### config.mk
export PLATFORM = sky130hd
export DESIGN_NAME = uart_rx_ctrl_flat
export DESIGN_NICKNAME = d
export VERILOG_FILES = /design/src/rtl/uart_rx_ctrl_if.sv /design/src/rtl/uart_rx_ctrl.sv /design/src/flat_wrapper.sv
export SDC_FILE = /design/constraint.sdc
export NUM_CORES = 1
export LEC_CHECK = 0
export CAP_MARGIN = 20
export CELL_PAD_IN_SITES_DETAIL_PLACEMENT = 2
export CELL_PAD_IN_SITES_GLOBAL_PLACEMENT = 2
export CORE_ASPECT_RATIO = 1.75
export CORE_UTILIZATION = 33
export CTS_BUF_LIST = sky130_fd_sc_hd__clkbuf_4
export DETAILED_ROUTE_END_ITERATION = 12
export PLACE_DENSITY = 0.82
export SLEW_MARGIN = 10
export SYNTH_ARGS = -nofsm -noshare
export SYNTH_HDL_FRONTEND = slang
export SYNTH_SLANG_ARGS = --single-unit
### constraint.sdc
create_clock -name CLK -period 2.65 [get_ports CLK]
set_input_delay 0.53 -clock CLK [delete_from_list [all_inputs] [get_ports CLK]]
set_output_delay 0.53 -clock CLK [all_outputs]
set_load 0.005 [all_outputs]
### src/rtl/uart_rx_ctrl_if.sv
// uart_rx_ctrl_if: bundle of the serial line, sampler hookup, configuration
// and status signals exchanged with the UART receive controller.
// master drives the line/config side, slave is the controller itself.
interface uart_rx_ctrl_if;
    logic       RX_IN;
    logic [5:0] Prescale;
    logic       PAR_EN;
    logic       PAR_TYP;
    logic       Sampled_bit;
    logic       dat_samp_en;
    logic [5:0] Edge_count;
    logic [4:0] Bit_count;
    logic       deser_en;
    logic       Data_Valid;
    logic       Par_err;
    logic       Stp_err;
    logic       busy;

    modport master (
        output RX_IN, Prescale, PAR_EN, PAR_TYP, Sampled_bit,
        input  dat_samp_en, Edge_count, Bit_count, deser_en, Data_Valid,
               Par_err, Stp_err, busy
    );

    modport slave (
        input  RX_IN, Prescale, PAR_EN, PAR_TYP, Sampled_bit,
        output dat_samp_en, Edge_count, Bit_count, deser_en, Data_Valid,
               Par_err, Stp_err, busy
    );
endinterface

### src/rtl/uart_rx_ctrl.sv
// uart_rx_ctrl: UART receive frame controller. Tracks oversample ticks and
// bit position of a frame, enables the sampler, strobes the deserializer
// and reports parity/stop errors and a frame-accepted pulse.
// Optional feature macro: UART_RX_PARITY_EN (parity bit state and Par_err
// checking). Without it PAR_EN/PAR_TYP are ignored and Par_err stays 0.
module uart_rx_ctrl #(
    parameter int DATA_WIDTH = 8
) (
    input logic           CLK,
    input logic           RST,
    uart_rx_ctrl_if.slave bus
);

    typedef enum logic [2:0] {IDLE, START, DATA, PARITY, STOP, VALID} state_t;

    state_t     state;
    logic [5:0] pre_l;
    logic [5:0] edge_cnt;
    logic [4:0] bit_cnt;
    logic       samp_en;
    logic       deser;
    logic       dvalid;
    logic       stp_err;
    logic       par_err;
    logic       busy_q;
    logic       last_tick;

    // Bit decisions happen on the final oversample tick of each bit period.
    assign last_tick = (edge_cnt == pre_l - 6'd1);

    // Oversampling ratio is captured at frame start so mid-frame changes are ignored.
    always_ff @(posedge CLK) begin
        if (state == IDLE && !bus.RX_IN) begin
            pre_l <= bus.Prescale;
        end
    end

`ifdef UART_RX_PARITY_EN
    logic par_en_l;
    logic par_typ_l;
    logic par_acc;

    // Latch parity mode at frame start and fold each decided data bit into the running parity.
    always_ff @(posedge CLK) begin
        if (state == IDLE && !bus.RX_IN) begin
            par_en_l  <= bus.PAR_EN;
            par_typ_l <= bus.PAR_TYP;
            par_acc   <= 1'b0;
        end else if (state == DATA && last_tick) begin
            par_acc <= par_acc ^ bus.Sampled_bit;
        end
    end
`else
    logic unused_par_cfg;
    assign unused_par_cfg = ^{bus.PAR_EN, bus.PAR_TYP};
    assign par_err        = 1'b0;
`endif

    // Frame FSM with tick/bit counters and all status outputs registered.
    always_ff @(posedge CLK or negedge RST) begin
        if (!RST) begin
            state    <= IDLE;
            edge_cnt <= 6'd0;
            bit_cnt  <= 5'd0;
            samp_en  <= 1'b0;
            deser    <= 1'b0;
            dvalid   <= 1'b0;
            stp_err  <= 1'b0;
            busy_q   <= 1'b0;
`ifdef UART_RX_PARITY_EN
            par_err  <= 1'b0;
`endif
        end else begin
            // Strobe lands in the decision cycle so Bit_count still names the bit being written.
            deser  <= (state == DATA) && (edge_cnt == pre_l - 6'd2);
            dvalid <= 1'b0;

            if (state != IDLE && state != VALID) begin
                if (last_tick) begin
                    edge_cnt <= 6'd0;
                    bit_cnt  <= bit_cnt + 5'd1;
                end else begin
                    edge_cnt <= edge_cnt + 6'd1;
                end
            end

            case (state)
                IDLE: begin
                    edge_cnt <= 6'd0;
                    bit_cnt  <= 5'd0;
                    if (!bus.RX_IN) begin
                        state   <= START;
                        samp_en <= 1'b1;
                        busy_q  <= 1'b1;
                        stp_err <= 1'b0;
`ifdef UART_RX_PARITY_EN
                        par_err <= 1'b0;
`endif
                    end
                end
                START: begin
                    if (last_tick) begin
                        if (bus.Sampled_bit) begin
                            // Start bit did not hold low: treat as line glitch.
                            state   <= IDLE;
                            samp_en <= 1'b0;
                            busy_q  <= 1'b0;
                            bit_cnt <= 5'd0;
                        end else begin
                            state <= DATA;
                        end
                    end
                end
                DATA: begin
                    if (last_tick && bit_cnt == 5'(DATA_WIDTH)) begin
`ifdef UART_RX_PARITY_EN
                        state <= par_en_l ? PARITY : STOP;
`else
                        state <= STOP;
`endif
                    end
                end
                PARITY: begin
                    if (last_tick) begin
`ifdef UART_RX_PARITY_EN
                        par_err <= (bus.Sampled_bit != (par_acc ^ par_typ_l));
`endif
                        state <= STOP;
                    end
                end
                STOP: begin
                    if (last_tick) begin
                        stp_err  <= !bus.Sampled_bit;
                        dvalid   <= !par_err && bus.Sampled_bit;
                        samp_en  <= 1'b0;
                        edge_cnt <= 6'd0;
                        bit_cnt  <= 5'd0;
                        state    <= VALID;
                    end
                end
                VALID: begin
                    state    <= IDLE;
                    busy_q   <= 1'b0;
                    edge_cnt <= 6'd0;
                    bit_cnt  <= 5'd0;
                end
                default: begin
                    state <= IDLE;
                end
            endcase
        end
    end

    assign bus.dat_samp_en = samp_en;
    assign bus.Edge_count  = edge_cnt;
    assign bus.Bit_count   = bit_cnt;
    assign bus.deser_en    = deser;
    assign bus.Data_Valid  = dvalid;
    assign bus.Par_err     = par_err;
    assign bus.Stp_err     = stp_err;
    assign bus.busy        = busy_q;

endmodule

### src/flat_wrapper.sv
// flat-port wrapper written by rule: the top's interface ports become plain ports
module uart_rx_ctrl_flat 
#(
    parameter int DATA_WIDTH = 8
)
  (CLK, RST, bus_RX_IN, bus_Prescale, bus_PAR_EN, bus_PAR_TYP, bus_Sampled_bit, bus_dat_samp_en, bus_Edge_count, bus_Bit_count, bus_deser_en, bus_Data_Valid, bus_Par_err, bus_Stp_err, bus_busy);
  uart_rx_ctrl_if bus_i ();
  input logic CLK;
  input logic RST;
  input wire logic [$bits(bus_i.RX_IN)-1:0] bus_RX_IN;
  input wire logic [$bits(bus_i.Prescale)-1:0] bus_Prescale;
  input wire logic [$bits(bus_i.PAR_EN)-1:0] bus_PAR_EN;
  input wire logic [$bits(bus_i.PAR_TYP)-1:0] bus_PAR_TYP;
  input wire logic [$bits(bus_i.Sampled_bit)-1:0] bus_Sampled_bit;
  output wire logic [$bits(bus_i.dat_samp_en)-1:0] bus_dat_samp_en;
  output wire logic [$bits(bus_i.Edge_count)-1:0] bus_Edge_count;
  output wire logic [$bits(bus_i.Bit_count)-1:0] bus_Bit_count;
  output wire logic [$bits(bus_i.deser_en)-1:0] bus_deser_en;
  output wire logic [$bits(bus_i.Data_Valid)-1:0] bus_Data_Valid;
  output wire logic [$bits(bus_i.Par_err)-1:0] bus_Par_err;
  output wire logic [$bits(bus_i.Stp_err)-1:0] bus_Stp_err;
  output wire logic [$bits(bus_i.busy)-1:0] bus_busy;
  assign bus_i.RX_IN = bus_RX_IN;
  assign bus_i.Prescale = bus_Prescale;
  assign bus_i.PAR_EN = bus_PAR_EN;
  assign bus_i.PAR_TYP = bus_PAR_TYP;
  assign bus_i.Sampled_bit = bus_Sampled_bit;
  assign bus_dat_samp_en = bus_i.dat_samp_en;
  assign bus_Edge_count = bus_i.Edge_count;
  assign bus_Bit_count = bus_i.Bit_count;
  assign bus_deser_en = bus_i.deser_en;
  assign bus_Data_Valid = bus_i.Data_Valid;
  assign bus_Par_err = bus_i.Par_err;
  assign bus_Stp_err = bus_i.Stp_err;
  assign bus_busy = bus_i.busy;
  uart_rx_ctrl #(.DATA_WIDTH(DATA_WIDTH)) u_core (.CLK(CLK), .RST(RST), .bus(bus_i));
endmodule
==> results.md, run 1 <==
* Area grow syn2layout at 22.6%
* Slew HR at 61.2%
* Clock Skew at 0.00302 ns
* Gp weighted congestion at 0.794
* Total track usage at 20.6%
* Antenna violations before repair at 0
* Most common cell after layout, fill and taps aside: clkdlybuf4s50_1
* Number of synthesis warnings at 0
* Yosys top cell area share at 31.6%
* Fmax at 0.408 GHz
* P_sw at 0.671 mW
* Asr flop ratio synth at 76.0%
* Iteration-0 DRC Markers at 16
* Worst min path class: primary input to asynchronous set/reset pin
* CTS Buf Count at 3
* Max Cap Viol at 0
* Die span in y at 91.3 um
* Logic pwr share at 47.9%
* Pleak at 0.751 nW
* Crit-path max FO at 11
* Setup bufs post-CTS at 0
* Synth Flop Type: dfrtp_1
* Slowest stage delay, CP at 0.48 ns
* Cell-internal power at 0.944 mW
* Final setup margin at 0.197 ns
* Crit path kind: flop to flop
* EDFF count, synth at 6
* Worst slew pin tran at 0.577 ns
* Buf/Inv on CP at 1
* Worst slack, placed at 0.203 ns
* Clk_lat worst skew at 0.32 ns
* Final setup viols at 0
* Critical path's top delay family: simple AND/OR/NAND/NOR gates
* Syn Std Cell Area at 1500 um^2
* Clock Sinks at 25
* CTS tree: done
* Final Cycle Share at 92.6%
* Share of post-route cells with drive strength above 1 at 12.1%
* Nets@finish at 192
* Sequential share of the synthesized area at 43.6%
* Most used cells in the layout excluding fill and tap cells: clkdlybuf4s50_1 (25), dfrtp_1 (19), nor2_1 (14)
* PwrDens at 876 nW/um^2
* Largest net degree at the start of global routing at 20
* Worst-path cell chain: inv_1, ha_1, nor3b_4, and3_4, o2111ai_4, or2_4, a22o_1, a22o_1
* Slew Limit Fails at 0
* Io pins at 29
* Final HPWL from detailed placement at 3420 um
* Outcome: finished, final reports clean
* Vias/cell at 5.49
* Row count at 32
* Synth Area per Inst at 10.2 um^2
* Core area at 4400 um^2
* Synth cell types at 52
* Layout Cell Area excl Fill at 1840 um^2
* Sequential Power Share at 40.4%
* WP data required at 2.88 ns
* Final Critical Period at 2.45 ns
* Die Footprint at 4840 um^2
* Final Hold Fails at 0
* #FFs+latches synth at 25
* Clock Power Share at 11.7%
* Nature of the critical path endpoint: flop
* Yosys top cell by area: dfrtp_1
* Largest cells by area after synthesis: dfrtp_1 (32%), edfxtp_1 (12%), ha_1 (5.0%), xnor2_1 (4.7%), nor2_1 (3.5%)
* Die Wd at 53.0 um
* H-tree levels at 1
* First-pass GRT wire length at 7260 um
* DR WL/cell at 19.1 um
* Buffers on Ports at 25
* Drt first pass iters at 4
* N_diodes at 0
* Total grt overflow at 0
* Root Driver: clkbuf_4
* CTS max path bufs at 2
* Switching share of total power at 41.5%
* Area post-placement at 1810 um^2
* Worst path most repeated cell: a22o_1
* Vias at 1,229
* RSZ-0062 raised after global routing: false
* Crit start category: flop
* Syn Nets at 165
* Clock-pin slew on the worst setup and hold paths at 0.14 ns
* Via count of the first global-routing pass at 1,467
* Post-DRT Antenna Nets at 0
* Post-route DRC at 0
* Slowest cell on crit path: edfxtp_1
* Worst Path Arrival at 2.68 ns
* Gate Count Post-Synth at 147
* Setup TNS at 0 ns
* Final WL at 4290 um
* Power, Total at 1.61 mW
* VDD IR max at 0.000430 V
* Starting Density at 34.1%
worst register-to-register path, cell delays in order, from the launching register on:
cell,delay (ns)
edfxtp_1,0.48
inv_1,0.14
ha_1,0.26
nor3b_4,0.26
and3_4,0.23
o2111ai_4,0.16
or2_4,0.34
a22o_1,0.25
a22o_1,0.23
area by class of cell:
class,instances,area [um^2]
Tap cell,51,63.8
Sequential cell,25,656
Fill cell,499,2560
Clock buffer,4,30.0
Timing Repair Buffer,29,280
Inverter,8,30.0
Multi-Input combinational cell,107,782
what timing repair did:
action,CTS,global route
resized for setup,0,1
hold buffers,0,0
endpoints found under the setup margin,0,1
path summary, 6_finish.rpt:
check                           depth (start not counted)  slack, ns                  endpoint                   start
worst max-delay path                                    8       0.20        u_core.bus.Stp_err         u_core.pre_l[2]
worst min-delay path                                    2       0.52   u_core.bus.Bit_count[2]                     RST
worst max register to register                          8       0.20        u_core.bus.Stp_err         u_core.pre_l[2]
worst min register to register                          1       0.53    u_core.bus.dat_samp_en  u_core.bus.dat_samp_en
max in group asynchronous                               2       1.91  u_core.bus.Edge_count[0]                     RST
min in group CLK                                        1       0.53    u_core.bus.dat_samp_en  u_core.bus.dat_samp_en
power by group through the flow:
stage               Clock [mW]  Combinational (mW)  Sequential (mW)
finish                   0.189               0.773            0.652
global route             0.209               0.853            0.671
global placement             0               0.733            0.653
detailed placement           0               0.773            0.663
floorplan                    0               0.520            0.582
CTS                      0.197               0.782            0.654
cells in the mapped netlist, drive strengths merged (2+ instances only):
master and number:
a21o 2, a21oi 8, a22o 2, a31oi 4
and3 3, buf 5, clkbuf 2, dfrtp 19
edfxtp 6, ha 6, inv 8, nand2 10
nand3 9, nand3b 2, nor2 14, nor2b 2
nor3 4, nor3b 3, nor4 2, o21ai 3
xnor2 9, xor2 6
metal layers:
| layer | global-route usage [%] | part of all wire [%] |
|---|---|---|
| met1 | 20.7 | 36 |
| met2 | 40.2 | 61 |
| met5 | 0 | 0 |
| met4 | 7.68 | 1.8 |
| met3 | 1.68 | 1.4 |
stage by stage:
| stage | cells | util (%) | hold slack, ns |
|---|---|---|---|
| after floorplan | 147 | - | 0.234 |
| after global routing | 224 | 41.8 | 0.532 |
| after detailed placement | 220 | 41.0 | 0.507 |
| after global placement | 220 | 41.0 | 0.503 |
| after CTS | 224 | 41.7 | 0.526 |
| final | 224 | 41.8 | 0.522 |
cells by family after synthesis:
group	after synthesis	share of synthesized area (%)
adder cells (fa/ha/maj)	6	5.00
flip-flops	25	43.6
AO/OA/AOI/OAI	29	15.4
multiplexers	1	0.666
buffers and inverters	15	4.75
AND/OR/NAND/NOR	55	20.6
other	1	0.250
XOR/XNOR	15	9.74
sequential cells by signal, indices dropped and copies added, names as in the netlist:
name and flops:
u_core.bus.Bit_count 5, u_core.bus.Data_Valid 1, u_core.bus.Edge_count 6, u_core.bus.Stp_err 1, u_core.bus.busy 1, u_core.bus.dat_samp_en 1, u_core.bus.deser_en 1, u_core.pre_l 6
u_core.state 3
Note: power is estimated with default switching activity, not from simulation.
==> inputs of run 2 (changes only) <==
- ABC_AREA: unset -> 1
- CORE_UTILIZATION: 33 -> 31
- PLACE_DENSITY: 0.82 -> 0.83
==> run 2 against run 1 <==
Against the previous run:
- global-route usage is 1.3 points lower
- flip-flop and latch count unchanged
- design area grew 9.9%
- largest power group unchanged
- largest cell class unchanged
- utilization shrank 3.0 points
==> results.md, run 2 <==
* Outcome: finished, final reports clean
* Share of post-route cells with drive strength above 1 at 13.7% (+1.5 points)
* EDFF count, synth at 6 (unchanged)
* Setup TNS at 0 ns (unchanged)
* Mux cell area share after synthesis at 0% (-0.67 points)
* Final setup margin at 0.611 ns (+0.414 ns)
* Crit start category: flop
* First-pass GRT wire length at 8310 um (+15%)
* CTS tree: done
* Die span in y at 99.1 um (+8.6%)
* Gate Count Post-Synth at 220 (+50%)
* Fmax at 0.490 GHz (+20%)
* Antenna violations before repair at 0 (unchanged)
* Post-synth top cells: nand2_1 (76), inv_1 (27), dfrtp_1 (19)
* Vias/cell at 5.02 (-8.6%)
* Crit path kind: flop to flop
* CTS Hold Bufs at 0 (unchanged)
* CTS-repair resized insts at 0 (unchanged)
* Synth Area per Inst at 7.60 um^2 (-26%)
* Post-Route Utilization at 38.8% (-3.0 points)
* Most common cell after layout, fill and taps aside: nand2_1
* CP endpoint: u_core.state[0]
* Grt met2 use at 39.9% (-0.30 points)
* Crit-path max FO at 7 (-4)
* Total track usage at 19.2% (-1.3 points)
* Xor-xnor portion of the synthesized cell area at 4.19% (-5.6 points)
* Final HPWL from detailed placement at 4020 um (+17%)
* Asr flop ratio synth at 76.0% (unchanged)
* Final setup viols at 0 (unchanged)
* Area grow syn2layout at 21.0%
* Worst path most repeated cell: nand2_1
* Yosys top cell area share at 28.4% (-3.2 points)
* Io pins at 29 (unchanged)
* Yosys top cell by area: dfrtp_1
* Syn Nets at 238 (+44%)
* Slew Limit Fails at 0 (unchanged)
* Post-DRT Antenna Nets at 0 (unchanged)
* Met1 usage at 19.0% (-1.7 points)
* Post-synthesis simple-gate area fraction at 40.2% (+20 points)
* Fillers at 616 (+23%)
* Nets@finish at 268 (+40%)
* Adder-cell area share of the yosys netlist at 4.49% (-0.50 points)
* Worst Path Arrival at 2.29 ns (-0.39 ns)
* Slowest stage delay, CP at 0.46 ns (-0.02 ns)
* VDD IR max at 0.000388 V (-9.9%)
* Compound-Gate Fraction of Synth Area at 3.22% (-12 points)
* Row count at 35 (+9.4%)
* Max Cap Viol at 0 (unchanged)
* Post-route DRC at 0 (unchanged)
* Root Driver: clkbuf_4
* Largest cells by area after synthesis: dfrtp_1 (28%), nand2_1 (17%), edfxtp_1 (11%), inv_1 (6.1%), nand3_1 (4.8%)
* Starting Density at 32.1% (-2.0 points)
* Syn Std Cell Area at 1670 um^2 (+11%)
* Multi-input gate area at 875 um^2 (+12%)
* Final Hold Fails at 0 (unchanged)
* Critical path's top delay family: simple AND/OR/NAND/NOR gates
* Most Used Layer, Global Route: met2
* Vias at 1,525 (+24%)
* Clock-pin slew on the worst setup and hold paths at 0.15 ns (about the same)
* Worst slack, placed at 0.583 ns (+0.380 ns)
* PwrDens at 830 nW/um^2 (-5.3%)
* R2R Path Start: u_core.pre_l[2]
* Die Footprint at 5700 um^2 (+18%)
* Largest family of logic cells by synthesized area: simple AND/OR/NAND/NOR gates
* Final Cycle Share at 77.0% (-16 points)
* Met3 Track Usage GR at 0.910% (-0.76 points)
* Drt first pass iters at 4 (unchanged)
* CP Launch Point: u_core.pre_l[2]
* Iteration-0 DRC Markers at 18 (+2)
* Core area at 5210 um^2 (+18%)
* Setup bufs post-CTS at 0 (unchanged)
* Final Critical Period at 2.04 ns (-0.414 ns)
* Die Wd at 57.5 um (+8.5%)
* Clk_lat worst skew at 0.33 ns (about the same)
* Worst Reg-to-Reg Cells at 13 (+5)
* Flip-flop and latch area at 656 um^2 (unchanged)
* CTS max path bufs at 2 (unchanged)
* Buf/Inv on CP at 1 (unchanged)
* Pleak at 1.01 nW (+34%)
* Number of synthesis warnings at 0 (unchanged)
* CTS Buf Count at 3 (unchanged)
* Via count of the first global-routing pass at 1,735 (+18%)
* N_diodes at 0 (unchanged)
* Slowest cell on crit path: edfxtp_1
* DR WL/cell at 15.8 um (-17%)
* Gp weighted congestion at 0.813 (+2.4%)
* RSZ-0062 raised after global routing: false
* #FFs+latches synth at 25 (unchanged)
* Worst-path cell chain: inv_1, ha_1, nand2_1, nor2_2, nand3_2, nand2_4, nand2_4, nor2_8, nand2_1, nand2_2, nand3_1, nand2_1, nand2_1
* Stages on worst setup path at 13 (+5)
* Synth cell types at 31 (-40%)
* Largest net degree at the start of global routing at 20 (unchanged)
* H-tree levels at 1 (unchanged)
* Clock Skew at 0.0120 ns (+0.00899 ns)
* FF-to-FF End: u_core.state[0]
* WP data required at 2.90 ns (+0.02 ns)
* Final WL at 4810 um (+12%)
* Synth Flop Type: dfrtp_1
* Nature of the critical path endpoint: flop
* Worst min path class: flop to flop
* Most used cells in the layout excluding fill and tap cells: nand2_1 (76), inv_1 (27), clkdlybuf4s50_1 (25)
* Clock Sinks at 25 (unchanged)
* Sequential share of the synthesized area at 39.2% (-4.4 points)
* Buffers on Ports at 25 (unchanged)
* FF-to-FF setup slack at 0.61 ns (+0.41 ns)
* Most frequent cell after synthesis: nand2_1
* Total grt overflow at 0 (unchanged)
==> run 2: worst min-delay path by stage <==
| stage | start | endpoint | slack [ns] | cells past startpoint |
|---|---|---|---|---|
| 5_1_grt | RST | u_core.bus.Edge_count[2] | 0.54 | 2 |
| 3_3_place_gp | u_core.bus.dat_samp_en | u_core.bus.dat_samp_en | 0.47 | 2 |
| 4_1_cts | u_core.bus.busy | u_core.bus.busy | 0.52 | 2 |
| 3_5_place_dp | u_core.bus.busy | u_core.bus.busy | 0.48 | 2 |
| 2_1_floorplan | RST | u_core.bus.Bit_count[0] | 0.23 | 0 |
| 6_report | u_core.bus.dat_samp_en | u_core.bus.dat_samp_en | 0.51 | 2 |
==> run 2: kinds of logic (layout without fill, tap and decap cells) <==
logic type / after synthesis / after routing
flip-flops: 25 / 25
other: 1 / 1
XOR/XNOR: 8 / 8
adder cells (fa/ha/maj): 6 / 6
AND/OR/NAND/NOR: 134 / 134
buffers and inverters: 36 / 65
AO/OA/AOI/OAI: 10 / 10
==> run 2: report_power, final <==
| part | internal [mW] | switching (mW) | leakage, nW |
|---|---|---|---|
| clock | 0.0578 | 0.124 | 0.0139 |
| combinational | 0.329 | 0.565 | 0.681 |
| sequential | 0.487 | 0.116 | 0.311 |
| total | 0.874 | 0.805 | 1.01 |
==> run 2: tightest hold or removal path: stages (launching register included) <==
cell     delay, ns
dfrtp_1       0.38
nand2_1       0.06
nand2_1       0.05
==> run 2: metrics by stage <==
step | area [um^2] | power (mW) | hold WS [ns] | std cells
final | 2020 | 1.68 | 0.510 | 304
after global routing | 2020 | 1.84 | 0.538 | 304
after CTS | 2020 | 1.71 | 0.522 | 304
after detailed placement | 1990 | 1.52 | 0.485 | 300
after global placement | 1990 | 1.49 | 0.468 | 300
after floorplan | 1670 | 1.19 | 0.234 | 220
==> run 2: metal layers <==
metal,wire [um],part of all wire (%),vias to the layer above
met1,1750,36,757
met2,2920,61,17
li1,-,-,745
met3,72,1.5,6
met4,74,1.5,0
met5,0,0,-
==> run 2: cell type report <==
| class | count | area share [%] |
|---|---|---|
| multi-input combinational | 159 | 43.2 |
| timing repair buffer | 27 | 13.1 |
| clock buffer | 3 | 1.11 |
| tap | 55 | 3.40 |
| inverter | 34 | 6.37 |
| sequential | 25 | 32.4 |
| clock inverter | 1 | 0.371 |
